File: config.mk
export PLATFORM = sky130hd
export DESIGN_NAME = psram_arbiter
export DESIGN_NICKNAME = d
export VERILOG_FILES = /design/src/rtl/psram_arbiter.sv
export SDC_FILE = /design/constraint.sdc
export NUM_CORES = 1
export LEC_CHECK = 0
export ABC_AREA = 1
export CAP_MARGIN = 20
export CORE_ASPECT_RATIO = 2
export CORE_UTILIZATION = 60
export CTS_CLUSTER_SIZE = 20
export DETAILED_ROUTE_END_ITERATION = 7
export DONT_BUFFER_PORTS = 1
export GPL_TIMING_DRIVEN = 0
export PLACE_DENSITY = 0.79
export SLEW_MARGIN = 15
export SYNTH_ARGS = -nofsm -noshare
export SYNTH_HDL_FRONTEND = slang
export SYNTH_SLANG_ARGS = --single-unit
File: constraint.sdc
create_clock -name clk -period 3.4 [get_ports clk]
set_input_delay 0.51 -clock clk [delete_from_list [all_inputs] [get_ports clk]]
set_output_delay 0.51 -clock clk [all_outputs]
set_load 0.01 [all_outputs]
File: src/rtl/psram_arbiter.sv
// psram_arbiter: shares one PsramController byte port between the slot/mapper FSM (A) and a background agent (B).
// Optional build macro PSRAM_ARB_ROUND_ROBIN_EN: simultaneous requests alternate instead of A always winning.
module psram_arbiter #(
  parameter int unsigned ADDR_W        = 22,
  parameter int unsigned START_TIMEOUT = 8
) (
  input  logic              clk,
  input  logic              reset,

  input  logic              a_req,
  input  logic              a_we,
  input  logic [ADDR_W-1:0] a_addr,
  input  logic [7:0]        a_din,
  output logic [7:0]        a_dout,
  output logic              a_ack,

  input  logic              b_req,
  input  logic              b_we,
  input  logic [ADDR_W-1:0] b_addr,
  input  logic [7:0]        b_din,
  output logic [7:0]        b_dout,
  output logic              b_ack,

  output logic              psram_read,
  output logic              psram_write,
  output logic [ADDR_W-1:0] psram_addr,
  output logic [15:0]       psram_din,
  input  logic [15:0]       psram_dout,
  input  logic              psram_busy,

  output logic [1:0]        gnt
);

  localparam int unsigned CNT_W = (START_TIMEOUT < 2) ? 1 : $clog2(START_TIMEOUT);

  localparam logic [2:0] S_IDLE       = 3'd0;
  localparam logic [2:0] S_ISSUE      = 3'd1;
  localparam logic [2:0] S_WAIT_START = 3'd2;
  localparam logic [2:0] S_WAIT_DONE  = 3'd3;
  localparam logic [2:0] S_DONE       = 3'd4;
  localparam logic [2:0] S_RELEASE    = 3'd5;

  logic [2:0]        state_q, state_d;
  logic [1:0]        gnt_q, gnt_d;
  logic              we_q, we_d;
  logic [ADDR_W-1:0] addr_q, addr_d;
  logic [7:0]        din_q, din_d;
  logic              rd_q, rd_d;
  logic              wr_q, wr_d;
  logic [CNT_W-1:0]  cnt_q, cnt_d;
  logic              a_ack_q, a_ack_d;
  logic              b_ack_q, b_ack_d;
  logic [7:0]        a_dout_q, a_dout_d;
  logic [7:0]        b_dout_q, b_dout_d;

  logic              pick_b;
  logic              finish;
  logic [7:0]        rd_byte;

`ifdef PSRAM_ARB_ROUND_ROBIN_EN
  logic              last_b_q, last_b_d;

  // Tie goes to whoever was not served last; the flag resets to B so A wins the first tie.
  always_comb begin
    pick_b = b_req & (~a_req | ~last_b_q);
  end
`else
  always_comb begin
    pick_b = b_req & ~a_req;
  end
`endif

  always_comb begin
    rd_byte = addr_q[0] ? psram_dout[15:8] : psram_dout[7:0];
  end

  always_comb begin
    state_d  = state_q;
    gnt_d    = gnt_q;
    we_d     = we_q;
    addr_d   = addr_q;
    din_d    = din_q;
    rd_d     = 1'b0;
    wr_d     = 1'b0;
    cnt_d    = cnt_q;
    a_ack_d  = 1'b0;
    b_ack_d  = 1'b0;
    a_dout_d = a_dout_q;
    b_dout_d = b_dout_q;
    finish   = 1'b0;
`ifdef PSRAM_ARB_ROUND_ROBIN_EN
    last_b_d = last_b_q;
`endif

    case (state_q)
      S_IDLE: begin
        if (!psram_busy && (a_req || b_req)) begin
          state_d = S_ISSUE;
          gnt_d   = pick_b ? 2'b10 : 2'b01;
          we_d    = pick_b ? b_we   : a_we;
          addr_d  = pick_b ? b_addr : a_addr;
          din_d   = pick_b ? b_din  : a_din;
          // Strobes are registered so they are high for exactly the ISSUE cycle.
          rd_d    = pick_b ? ~b_we : ~a_we;
          wr_d    = pick_b ?  b_we :  a_we;
`ifdef PSRAM_ARB_ROUND_ROBIN_EN
          last_b_d = pick_b;
`endif
        end
      end

      S_ISSUE: begin
        state_d = S_WAIT_START;
        cnt_d   = '0;
      end

      S_WAIT_START: begin
        if (psram_busy) begin
          state_d = S_WAIT_DONE;
        end else if ((32'(cnt_q) + 32'd1) >= START_TIMEOUT) begin
          finish = 1'b1;
        end else begin
          cnt_d = cnt_q + CNT_W'(1);
        end
      end

      S_WAIT_DONE: begin
        if (!psram_busy) begin
          finish = 1'b1;
        end
      end

      S_DONE: begin
        state_d = S_RELEASE;
        gnt_d   = '0;
      end

      S_RELEASE: begin
        state_d = S_IDLE;
      end

      default: begin
        state_d = S_IDLE;
        gnt_d   = '0;
      end
    endcase

    // Ack and read data are registered together so both appear in the DONE cycle.
    if (finish) begin
      state_d = S_DONE;
      a_ack_d = gnt_q[0];
      b_ack_d = gnt_q[1];
      if (!we_q) begin
        if (gnt_q[0]) begin
          a_dout_d = rd_byte;
        end
        if (gnt_q[1]) begin
          b_dout_d = rd_byte;
        end
      end
    end
  end

  always_ff @(posedge clk or posedge reset) begin
    if (reset) begin
      state_q  <= S_IDLE;
      gnt_q    <= '0;
      we_q     <= 1'b0;
      addr_q   <= '0;
      din_q    <= '0;
      rd_q     <= 1'b0;
      wr_q     <= 1'b0;
      cnt_q    <= '0;
      a_ack_q  <= 1'b0;
      b_ack_q  <= 1'b0;
      a_dout_q <= '0;
      b_dout_q <= '0;
`ifdef PSRAM_ARB_ROUND_ROBIN_EN
      last_b_q <= 1'b1;
`endif
    end else begin
      state_q  <= state_d;
      gnt_q    <= gnt_d;
      we_q     <= we_d;
      addr_q   <= addr_d;
      din_q    <= din_d;
      rd_q     <= rd_d;
      wr_q     <= wr_d;
      cnt_q    <= cnt_d;
      a_ack_q  <= a_ack_d;
      b_ack_q  <= b_ack_d;
      a_dout_q <= a_dout_d;
      b_dout_q <= b_dout_d;
`ifdef PSRAM_ARB_ROUND_ROBIN_EN
      last_b_q <= last_b_d;
`endif
    end
  end

  assign psram_read  = rd_q;
  assign psram_write = wr_q;
  assign psram_addr  = addr_q;
  assign psram_din   = {din_q, din_q};
  assign a_dout      = a_dout_q;
  assign b_dout      = b_dout_q;
  assign a_ack       = a_ack_q;
  assign b_ack       = b_ack_q;
  assign gnt         = gnt_q;

endmodule

Word-level counts from Yosys, hierarchy flattened. Index checks and enable logic that the tools add are counted.

Register bits: 59. Bits in latches: 0. RAM bits: 0. Bits in read-only memories: 0. Bits of input ports: 83. Output and inout bits: 60. Word-level logic and storage cells: 69. Memories kept: 0.

$add $sub $neg: 2. $mul: 0. Divide/modulo/power cells: 0. Magnitude comparators: 1. Equality and inequality tests: 11. Shift-type cells: 0. Mux-type cells: 25. Bitwise gates (word level): 6. Reduce and logical (&&, ||, !) cells: 12.

Operators by type and width (count): $mux W22 (1); $mux W8 (2); $mux W3 (5); $pmux W3 S5 (1); $reduce_and A3 Y1 (4); $mux W1 (11); $ne A2 B2 Y1 const B (4); $eq A3 B2 Y1 const B (2); $eq A3 B3 Y1 const B (2); $ne A3 B3 Y1 const B (2); $pmux W3 S2 (1); $not A1 Y1 (5); $add A3 B1 Y4 const B (1); $ge A4 B4 Y1 const B (1); $mux W2 (2); $pmux W2 S2 (1); $reduce_and A2 Y1 (2); $reduce_or A4 Y1 (1); $add A3 B1 Y3 const B (1); $eq A3 B1 Y1 const B (1); $logic_not A3 Y1 (1); $pmux W1 S2 (1); $reduce_bool A2 Y1 (1); $and A1 B1 Y1 (1); 3 further kinds (3).

Longest topological paths before layout. Gate-level depths: netlist of run 1.

Depth in word-level cells: 7. Gate-level depth with buffers: 8. Gate-level depth less buffers: 8.

Worst setup path before layout of run 1. OpenSTA, ideal clock, no wires.

Kind: input to register. Start point: input b_req. End point: register din_q[0]. Setup time: 0.116 ns. Arrival time: 1.122 ns. Required time: 3.284 ns. Slack: 2.161 ns. Cell stages on the path: 8. Path buffers: 1. Cells stage by stage: inv_1 > nor2_2 > inv_1 > buf_2 > nand2_1 > nand2_1 > nand2_1 > nand2_1.

Longest elaborated chain between the ends: 3. Elaborated cells between the ends (all ways): 5. Those cells by class: mux (1); bitwise (1); reduce/logical (3).

RTL lines: start, declared (line 17) `input logic b_req,`; $logic_or A1 B1 Y1 (line 97) `if (!psram_busy && (a_req || b_req)) begin`; $logic_and A1 B1 Y1 (line 97); $reduce_and A2 Y1 (no line); end signal, assigned (line 186) `din_q <= din_d;`; end, declared (line 47) `logic [7:0] din_q, din_d;`.

Parallel ways exist; a longest one is shown, timed or not. A chain may end at the register's enable or synchronous reset.

Final worst setup path of run 1.
Start point: register din_q[6]. End point: output psram_din[14].

RTL lines: end, declared (line 27) `output logic [15:0] psram_din,`.

No word-level cell between the ends.

==> results of run 1 <==
-- how the worst max path moves through the flow --
stage / start / to / depth (start not counted)
floorplan: reset / a_ack$_DFF_PP0_ / 1
global placement: reset / cnt_q[1]$_DFFE_PP0P_ / 1
detailed placement: b_req / psram_addr[3]$_DFFE_PP0P_ / 8
CTS: din_q[6]$_DFFE_PP0P_ / psram_din[14] / 1
global route: state_q[2]$_DFFE_PP0P_ / a_dout[3]$_DFFE_PP0P_ / 7
finish: din_q[6]$_DFFE_PP0P_ / psram_din[14] / 1
-- power groups by stage --
| stage | Clock [uW] | Combinational (uW) | Sequential, uW |
|---|---|---|---|
| 6_report | 726 | 791 | 1320 |
| 5_1_grt | 774 | 919 | 1360 |
| 4_1_cts | 738 | 804 | 1320 |
| 3_5_place_dp | 0 | 800 | 1330 |
| 3_3_place_gp | 0 | 765 | 1330 |
| 2_1_floorplan | 0 | 677 | 1260 |
-- logic make-up (layout without fill, tap and decap cells) --
family | Yosys count | count (layout) | share of synthesized area
buf+inv | 40 | 56 | 0.0810
fa+ha+maj | 1 | 1 | 0.00422
simple gates | 252 | 252 | 0.348
flops | 59 | 59 | 0.498
compound gates | 25 | 25 | 0.0422
mux | 8 | 8 | 0.0270
-- metrics by stage --
step	cells	util
6_report	456	0.696
5_1_grt	456	0.696
4_1_cts	456	0.696
3_5_place_dp	440	0.648
3_3_place_gp	440	0.648
2_1_floorplan	385	-
-- area by class of cell --
cell class / count / area, um2
Buffer: 23 / 174
Clock buffer: 11 / 151
Clock inverter: 5 / 75.1
Fill cell: 409 / 1420
Inverter: 17 / 68.8
Multi-Input combinational cell: 286 / 1250
Sequential cell: 59 / 1480
Tap cell: 55 / 68.8
-- sequential cells by signal, summed over array words and instances (netlist names) --
register     cells
cnt_q            3
a_ack            1
din_q            8
gnt              2
a_dout           8
b_dout           8
we_q             1
psram_addr      22
b_ack            1
state_q          3
psram_write      1
psram_read       1
-- synth_stat cells --
cell type	instances	area, um2
nand2_1	226	848
dfrtp_1	59	1480
o21ai_0	18	90.1
buf_4	11	82.6
inv_1	11	41.3
mux2i_1	8	80.1
nor2_1	8	30.0
buf_2	7	35.0
nand3_1	7	35.0
o21ai_1	6	30.0
buf_6	5	56.3
inv_2	5	18.8
nand2_2	2	12.5
nand2_4	2	22.5
nand3_4	2	35.0
nor3_1	2	10.0
a21oi_1	1	5.00
ha_1	1	12.5
inv_4	1	6.26
nor2_2	1	6.26
nor2_4	1	11.3
nor2_8	1	20.0
-- per-layer routing --
metal	share of wire	global-route usage	up-vias
li1	-	-	1190
met1	0.36	0.290	1101
met2	0.55	0.460	110
met3	0.077	0.0916	8
met4	0.015	0.112	0
met5	0	0	-
==> metrics, run 1 <==
Max IR drop VDD 0.000597 V; DR iter-0 viols 35; Starting Density 0.633; Least-Margin Pin Slew 0.713 ns; Slew HR 0.525; io pins 143; cts bufs inserted 9; Nets 480; part of the power in registers 0.466; final period utilization 0.431; ANT cells 0; crit-path max cell delay 0.44 ns; sw frac 0.387; Lkg Pwr 0.00183 uW; initial antenna violation count 0; Logic pwr share 0.279; Synth Area per Inst 7.70 um2; FP Rows 35; Worst-path clk slew 0.07 ns; Die W 51.7 um; commonest non-fill, non-tap cells in the layout 226 x nand2_1, 59 x dfrtp_1, 18 x o21ai_0; worst reg2reg setup slack 2.01 ns; sequential area share after synthesis 0.498; DP Worst Slack 1.94 ns; dpl cell area 3040 um2; H-tree depth 3; clock buffer depth 2; Post-Route WL 6340 um; I/O Buffers 0; Internal Power 1740 uW; crit end category output port; GRT Overall Usage 0.267; Data arrival, critical path 0.96 ns; Syn Inst Count 385; Pwr Density 870 nW/um2; most common cell after layout, fill and taps aside nand2_1; Synth Cell Area 2970 um2; ratio of cells with drive above 1 in the final layout 0.137; Yosys warnings 0; DR pass1 iterations 4; Final HPWL DP 4850 um; CTS tree yes; hold_buf cts 0; Setup CP Type reg2out; final-report hold violation count 0; GPL Wtd Cong 0.776; Synth Register Bits 59; global route overflow 0; Critical R2R Launch state_q[2]$_DFFE_PP0P_; CP delay by family, top flip-flops; WP buf/inv 1; global-route wire length before repair 10200 um; status finished clean; clk root buf clkbuf_8; Tmin final 1.47 ns; post-CTS resize count 0; P_sw 1100 uW; CP Cell Sequence buf_4; core area 4690 um2; Required @ worst endpoint 2.89 ns; final worst slack 1.93 ns; via count 2409; synthesis-to-layout area growth 10.0%; Finished Cell Area 3260 um2; worst reg2reg path depth 7; Via density 5.28; Clk pwr share 0.256; Startpoint Class flop; TritonCTS Sinks 59; Hold Path Class in2async; Critical-path top delay cell dfrtp_1; detail-routed net length per standard cell 13.9 um; reg-to-reg endpoint a_dout[3]$_DFFE_PP0P_; RSZ-0062 raised after global routing false; # DRC 0; Final Setup Violations 0; Net Count, Synth 469; final setup skew 0.0103 ns; Routed Antenna Nets 0; die area 5240 um2; pin count of the biggest net entering global routing 60; number of global-route vias before repair 2261; Synth cell types 22; final setup TNS 0 ns; worst-skew pair later-pin latency 0.34 ns; Max-Cap Viols 0; Max Fclk 682 MHz; Power, Total 2840 uW; CP max FO 3; Post-CTS Setup Bufs 0; Slew Limit Fails 0; worst hold slack 0.149 ns; Chip Height 101 um
(Power assumes the default switching activity.)
==> run 2: changes to the inputs <==
- clock period: 3.4 -> 1.4 ns (I/O delays scaled with it)
==> run 2 against run 1 <==
Compared with the run above: clock power rose by 130%; non-clock buffer count rose by 10; via count rose by 1.2%; register-to-register slack got worse by 1.9 ns; power rose by 150%; sequential share of layout area fell by 1.2 points; sequential power rose by 140%; worst hold slack got worse by 0.079 ns; first-iteration DRC count rose by 34%; routed wire length rose by 4.4%; design area rose by 2.9%; critical endpoint is now cnt_q[1]$_DFFE_PP0P_; largest power group unchanged; highest routed layer unchanged.
==> metrics, run 2 (synthesis results as in run 1) <==
status finished clean; wire length on met1 2490 um (+9.3%); TritonCTS Sinks 59 (unchanged); I/O Buffers 0 (unchanged); Critical-path top delay cell dfrtp_2; Finished Cell Area 3360 um2 (+2.9%); crit end category flop; multi-input logic area 1250 um2 (+0.40%); DR pass1 iterations 4 (unchanged); Routed Antenna Nets 0 (unchanged); die area 5240 um2 (unchanged); FP Rows 35 (unchanged); Tmin final 1.32 ns; Nets 490 (+2.1%); most common cell after layout, fill and taps aside nand2_1; ratio of cells with drive above 1 in the final layout 0.163 (+0.0259); Data arrival, critical path 1.54 ns (+0.58 ns); RSZ-0062 raised after global routing true; core area 4690 um2 (unchanged); Startpoint Class flop; Top Layer Used met4; metal2 WL 3500 um (+0.55%); Worst-path clk slew 0.08 ns (about the same); ANT cells 0 (unchanged); commonest non-fill, non-tap cells in the layout 226 x nand2_1, 57 x dfrtp_1, 19 x buf_4; FILL cells 344 (-16%); GPL Wtd Cong 0.816 (+5.2%); worst-skew pair later-pin latency 0.34 ns (about the same); Slew HR 0.512 (-0.0131); initial antenna violation count 0 (unchanged); placed cells 441 (+0.23%); post-route core utilization 0.717 (+0.0203); GRT Overall Usage 0.266 (-0.000942); met3 WL 468 um (-4.5%); Max-Cap Viols 0 (unchanged); final worst slack 0.0790 ns (-1.85 ns); CP max FO 6 (+3); final-report hold violation count 0 (unchanged); dpl cell area 3060 um2 (+0.70%); Slew Limit Fails 0 (unchanged); via count 2438 (+1.2%); DR iter-0 viols 47 (+34%); synthesis-to-layout area growth 13.2%; Final Setup Violations 0 (unchanged); Post-Route WL 6620 um (+4.4%); Max IR drop VDD 0.00147 V (+150%); Least-Margin Pin Slew 0.731 ns (+0.0181 ns); CP Cell Sequence inv_2 -> nor2_1 -> nand3_1 -> nand2_1 -> nand2_1 -> nand2_1 -> nand2_1; # DRC 0 (unchanged); detail-routed net length per standard cell 14.2 um (+2.2%); CTS tree yes; clk root buf clkbuf_8; io pins 143 (unchanged); Chip Height 101 um (unchanged); Starting Density 0.633 (unchanged); cts bufs inserted 9 (unchanged); final setup skew 0.0111 ns (+0.000797 ns); Crit path top cell by count nand2_1; Required @ worst endpoint 1.62 ns (-1.27 ns); Lkg Pwr 0.00186 uW (+1.7%); register area 1480 um2 (+0.17%); number of global-route vias before repair 2244 (-0.75%); Final Non-Filler Cells 466 (+2.2%); global-route wire length before repair 10100 um (-0.62%); Final HPWL DP 4820 um (-0.65%); final period utilization 0.944; crit-path max cell delay 0.43 ns (about the same); Die W 51.7 um (unchanged); DP Worst Slack -0.000483 ns (-1.94 ns); Pwr Density 2100 nW/um2 (+140%); Max Fclk 757 MHz; Hold Path Class in2reg; global route overflow 0 (unchanged); Setup CP Type reg2reg; clock buffer depth 2 (unchanged); H-tree depth 3 (unchanged); Via density 5.23 (-0.97%); max reg flops 22 (unchanged); pin count of the biggest net entering global routing 34 (-43%)
-- run 2: cell count changes in the layout (fill, tap and decap cells not counted), moves of 2 or more --
cell / change
o21ai_0: -2
dfrtp_2: +2
o21ai_1: +2
dfrtp_1: -2
clkbuf_8: -2
clkinvlp_4: +4
buf_4: +8
-- run 2: repair_timing --
item                                    in CTS  in global routing
resized for setup                            1                  6
setup buffers                                0                  8
endpoints found under the hold margin       32                  0
hold buffers                                 1                  0
pin swaps                                    0                  2
endpoints found under the setup margin       1                 42
-- run 2: worst paths after layout --
kind | slack (ns) | end | from | depth (start not counted)
worst min register to register | 0.52 | we_q$_DFFE_PP0P_ | we_q$_DFFE_PP0P_ | 2
worst max register to register | 0.08 | cnt_q[1]$_DFFE_PP0P_ | state_q[1]$_DFFE_PP0P_ | 7
max in group asynchronous | 0.36 | psram_addr[15]$_DFFE_PP0P_ | reset | 3
min in group asynchronous | 0.47 | b_dout[1]$_DFFE_PP0P_ | reset | 2
worst min-delay path | 0.07 | psram_addr[1]$_DFFE_PP0P_ | a_addr[1] | 4
worst max-delay path | 0.08 | cnt_q[1]$_DFFE_PP0P_ | state_q[1]$_DFFE_PP0P_ | 7
-- run 2: through the flow --
stage / power (uW) / hold slack [ns] / TNS (ns)
final: 7060 / 0.0694 / 0
after detailed placement: 5190 / 0.241 / -0.000483
after global routing: 7570 / 0.0744 / -0.0853
after global placement: 5080 / 0.409 / 0
after floorplan: 4710 / 0.310 / 0
after CTS: 6890 / 0.0620 / 0
-- run 2: metal layers --
metal | track usage | vias up
met5 | 0 | -
met4 | 0.135 | 0
met3 | 0.0751 | 13
met2 | 0.457 | 118
met1 | 0.290 | 1091
li1 | - | 1216
-- run 2: report_power, final --
| part | internal (uW) | switching [uW] |
|---|---|---|
| combinational | 917 | 1230 |
| clock | 994 | 704 |
| sequential | 2370 | 847 |
-- run 2: worst max-delay path: cells and delay by family (launching register included) --
kind | cells | cell delay [ns]
and+or+nand+nor | 6 | 0.68
buffers and inverters | 1 | 0.09
DFF | 1 | 0.43
-- run 2: final cells by class --
cell class / count / area share
Sequential cell: 59 / 0.440
Multi-Input combinational cell: 286 / 0.373
Buffer: 23 / 0.0529
Clock buffer: 9 / 0.0369
Clock inverter: 7 / 0.0276
Timing Repair Buffer: 10 / 0.0268
Inverter: 17 / 0.0216
Tap cell: 55 / 0.0205
==> run 3: changes to the inputs <==
- CORE_UTILIZATION: 60 -> 63
- PLACE_DENSITY: 0.79 -> 0.82
==> run 3 against run 2 <==
Compared with the run above: worst setup slack got worse by 0.0034 ns; sequential share of layout area increased by 0.94 points; worst hold slack improved by 0.015 ns; critical path type unchanged; largest power group unchanged.
==> metrics, run 3 (synthesis results as in run 1) <==
status finished clean; Slew Limit Fails 0 (unchanged); I/O Buffers 0 (unchanged); global-route wire length before repair 9980 um (-1.6%); core area 4550 um2 (-2.8%); number of global-route vias before repair 2250 (+0.27%); Logic pwr share 0.290 (-0.014); GRT Overall Usage 0.265 (-0.000660); commonest non-fill, non-tap cells in the layout 226 x nand2_1, 57 x dfrtp_1, 18 x o21ai_0; final setup skew 0.0102 ns (-0.000901 ns); initial antenna violation count 0 (unchanged); Finished Cell Area 3290 um2 (-2.1%); clk root buf clkbuf_8; Via density 5.28 (+0.98%); Max IR drop VDD 0.00117 V (-20%); Final Non-Filler Cells 459 (-1.5%); multi-input logic area 1250 um2 (-0.40%); Power, Total 6790 uW (-3.8%); Worst-path clk slew 0.07 ns (about the same); Worst Setup SP state_q[2]$_DFFE_PP0P_; final-report hold violation count 0 (unchanged); clock buffer depth 2 (unchanged); Lkg Pwr 0.00182 uW (-2.2%); ratio of cells with drive above 1 in the final layout 0.139 (-0.0244); most common cell after layout, fill and taps aside nand2_1; final worst slack 0.0755 ns (-0.00345 ns); FP Rows 35 (unchanged); sw frac 0.385 (-0.00782); Final Setup Violations 0 (unchanged); Post-Route WL 6210 um (-6.1%); detail-routed net length per standard cell 13.5 um (-4.7%); GRT busiest layer met2; crit end category flop; worst-skew pair later-pin latency 0.32 ns (-0.02 ns); TritonCTS Sinks 59 (unchanged); cts bufs inserted 9 (unchanged); Clk pwr share 0.240 (about the same); # DRC 0 (unchanged); Required @ worst endpoint 1.59 ns (-0.03 ns); pin count of the biggest net entering global routing 35 (+2.9%); part of the power in registers 0.470 (+0.014); Internal Power 4170 uW (-2.6%); Max Fclk 755 MHz (-0.26%); max reg flops 22 (unchanged); Critical R2R Launch state_q[2]$_DFFE_PP0P_; DP Worst Slack -0.00334 ns (-0.00285 ns); Data arrival, critical path 1.52 ns (-0.02 ns); reg-to-reg endpoint b_dout[3]$_DFFE_PP0P_; die area 5000 um2 (-4.6%); DR pass1 iterations 6 (+2); io pins 143 (unchanged); Setup CP Type reg2reg; Routed Antenna Nets 0 (unchanged); DR iter-0 viols 46 (-2.1%); synthesis-to-layout area growth 10.9%; register area 1480 um2 (unchanged); CTS tree yes; worst reg2reg setup slack 0.08 ns (about the same); Die W 50.5 um (-2.3%); Least-Margin Pin Slew 0.576 ns (-0.155 ns); FILL cells 399 (+16%); Hold Path Class in2reg; worst reg2reg path depth 7 (unchanged); dpl cell area 3060 um2 (unchanged); Startpoint Class flop; Nets 483 (-1.4%); RSZ-0062 raised after global routing false; met2 usage 0.465 (+0.00807); P_sw 2620 uW (-5.7%); GPL Wtd Cong 0.803 (-1.6%); met1 Usage GRT 0.289 (-0.000835); Chip Height 99.0 um (-2.4%); global route overflow 0 (unchanged); Starting Density 0.651 (+0.0183); Tmin final 1.32 ns (+0.00345 ns); H-tree depth 3 (unchanged); final period utilization 0.946 (+0.00246); Final HPWL DP 4750 um (-1.5%); via count 2425 (-0.53%); Pwr Density 2060 nW/um2 (-1.8%); Slew HR 0.615 (+0.104); Max-Cap Viols 0 (unchanged); ANT cells 0 (unchanged); Worst Setup EP b_dout[3]$_DFFE_PP0P_; CP max FO 10 (+4); placed cells 441 (unchanged); met3 usage 0.0833 (+0.00826)
run 3: cell types whose count changed in the layout (fill, tap and decap cells not counted), sizes merged:
| cell | delta |
|---|---|
| buf | -7 |
| clkbuf | +3 |
| clkinv | -2 |
| clkinvlp | -1 |
run 3: layout make-up:
type / count / area share
plain buffers: 23 / 0.0529
clock buffers: 12 / 0.0411
clock inverters: 4 / 0.0228
inverters: 17 / 0.0213
multi-input cells: 286 / 0.380
flip-flops and latches: 59 / 0.450
well taps: 55 / 0.0209
repair buffers: 3 / 0.0114
run 3: what timing repair did:
item,in CTS,in global routing
setup buffers,1,0
setup endpoints to repair,2,14
endpoints found under the hold margin,25,0
pin swaps,0,0
gates resized for setup,1,1
hold buffers,1,0
run 3: routing by layer:
layer,share of wire,vias to the layer above
met1,0.37,1102
li1,-,1202
met4,0.015,0
met3,0.068,9
met2,0.55,112
met5,0,-
run 3: how the worst min path moves through the flow:
stage                           from  slack [ns]                    endpoint  cells past startpoint
after floorplan                reset        0.31             a_ack$_DFF_PP0_                      1
after global placement    a_addr[16]        0.41  psram_addr[16]$_DFFE_PP0P_                      4
after detailed placement       reset        0.17       b_dout[7]$_DFFE_PP0P_                      1
after CTS                  a_addr[2]        0.08   psram_addr[2]$_DFFE_PP0P_                      4
after global routing       a_addr[9]        0.08   psram_addr[9]$_DFFE_PP0P_                      4
final                      a_addr[2]        0.08   psram_addr[2]$_DFFE_PP0P_                      4
run 3: power groups by stage:
stage	sequential (uW)	combinational [uW]	clock [uW]
2_1_floorplan	3060	1640	0
3_3_place_gp	3210	1860	0
6_report	3190	1970	1630
4_1_cts	3200	1990	1650
5_1_grt	3280	2260	1740
3_5_place_dp	3220	1950	0
run 3: critical path, cell delays in order (launching register included):
cell	delay, ns
dfrtp_2	0.43
inv_4	0.10
nand2_4	0.08
nor2_8	0.13
nand3_4	0.13
buf_6	0.17
nand2_1	0.07
o21ai_0	0.10
run 3: stage by stage:
step	hold slack, ns	setup TNS, ns	util
3_3_place_gp	0.409	0	0.667
2_1_floorplan	0.310	0	-
4_1_cts	0.0789	0	0.722
6_report	0.0848	0	0.722
3_5_place_dp	0.169	-0.00334	0.671
5_1_grt	0.0765	0	0.722
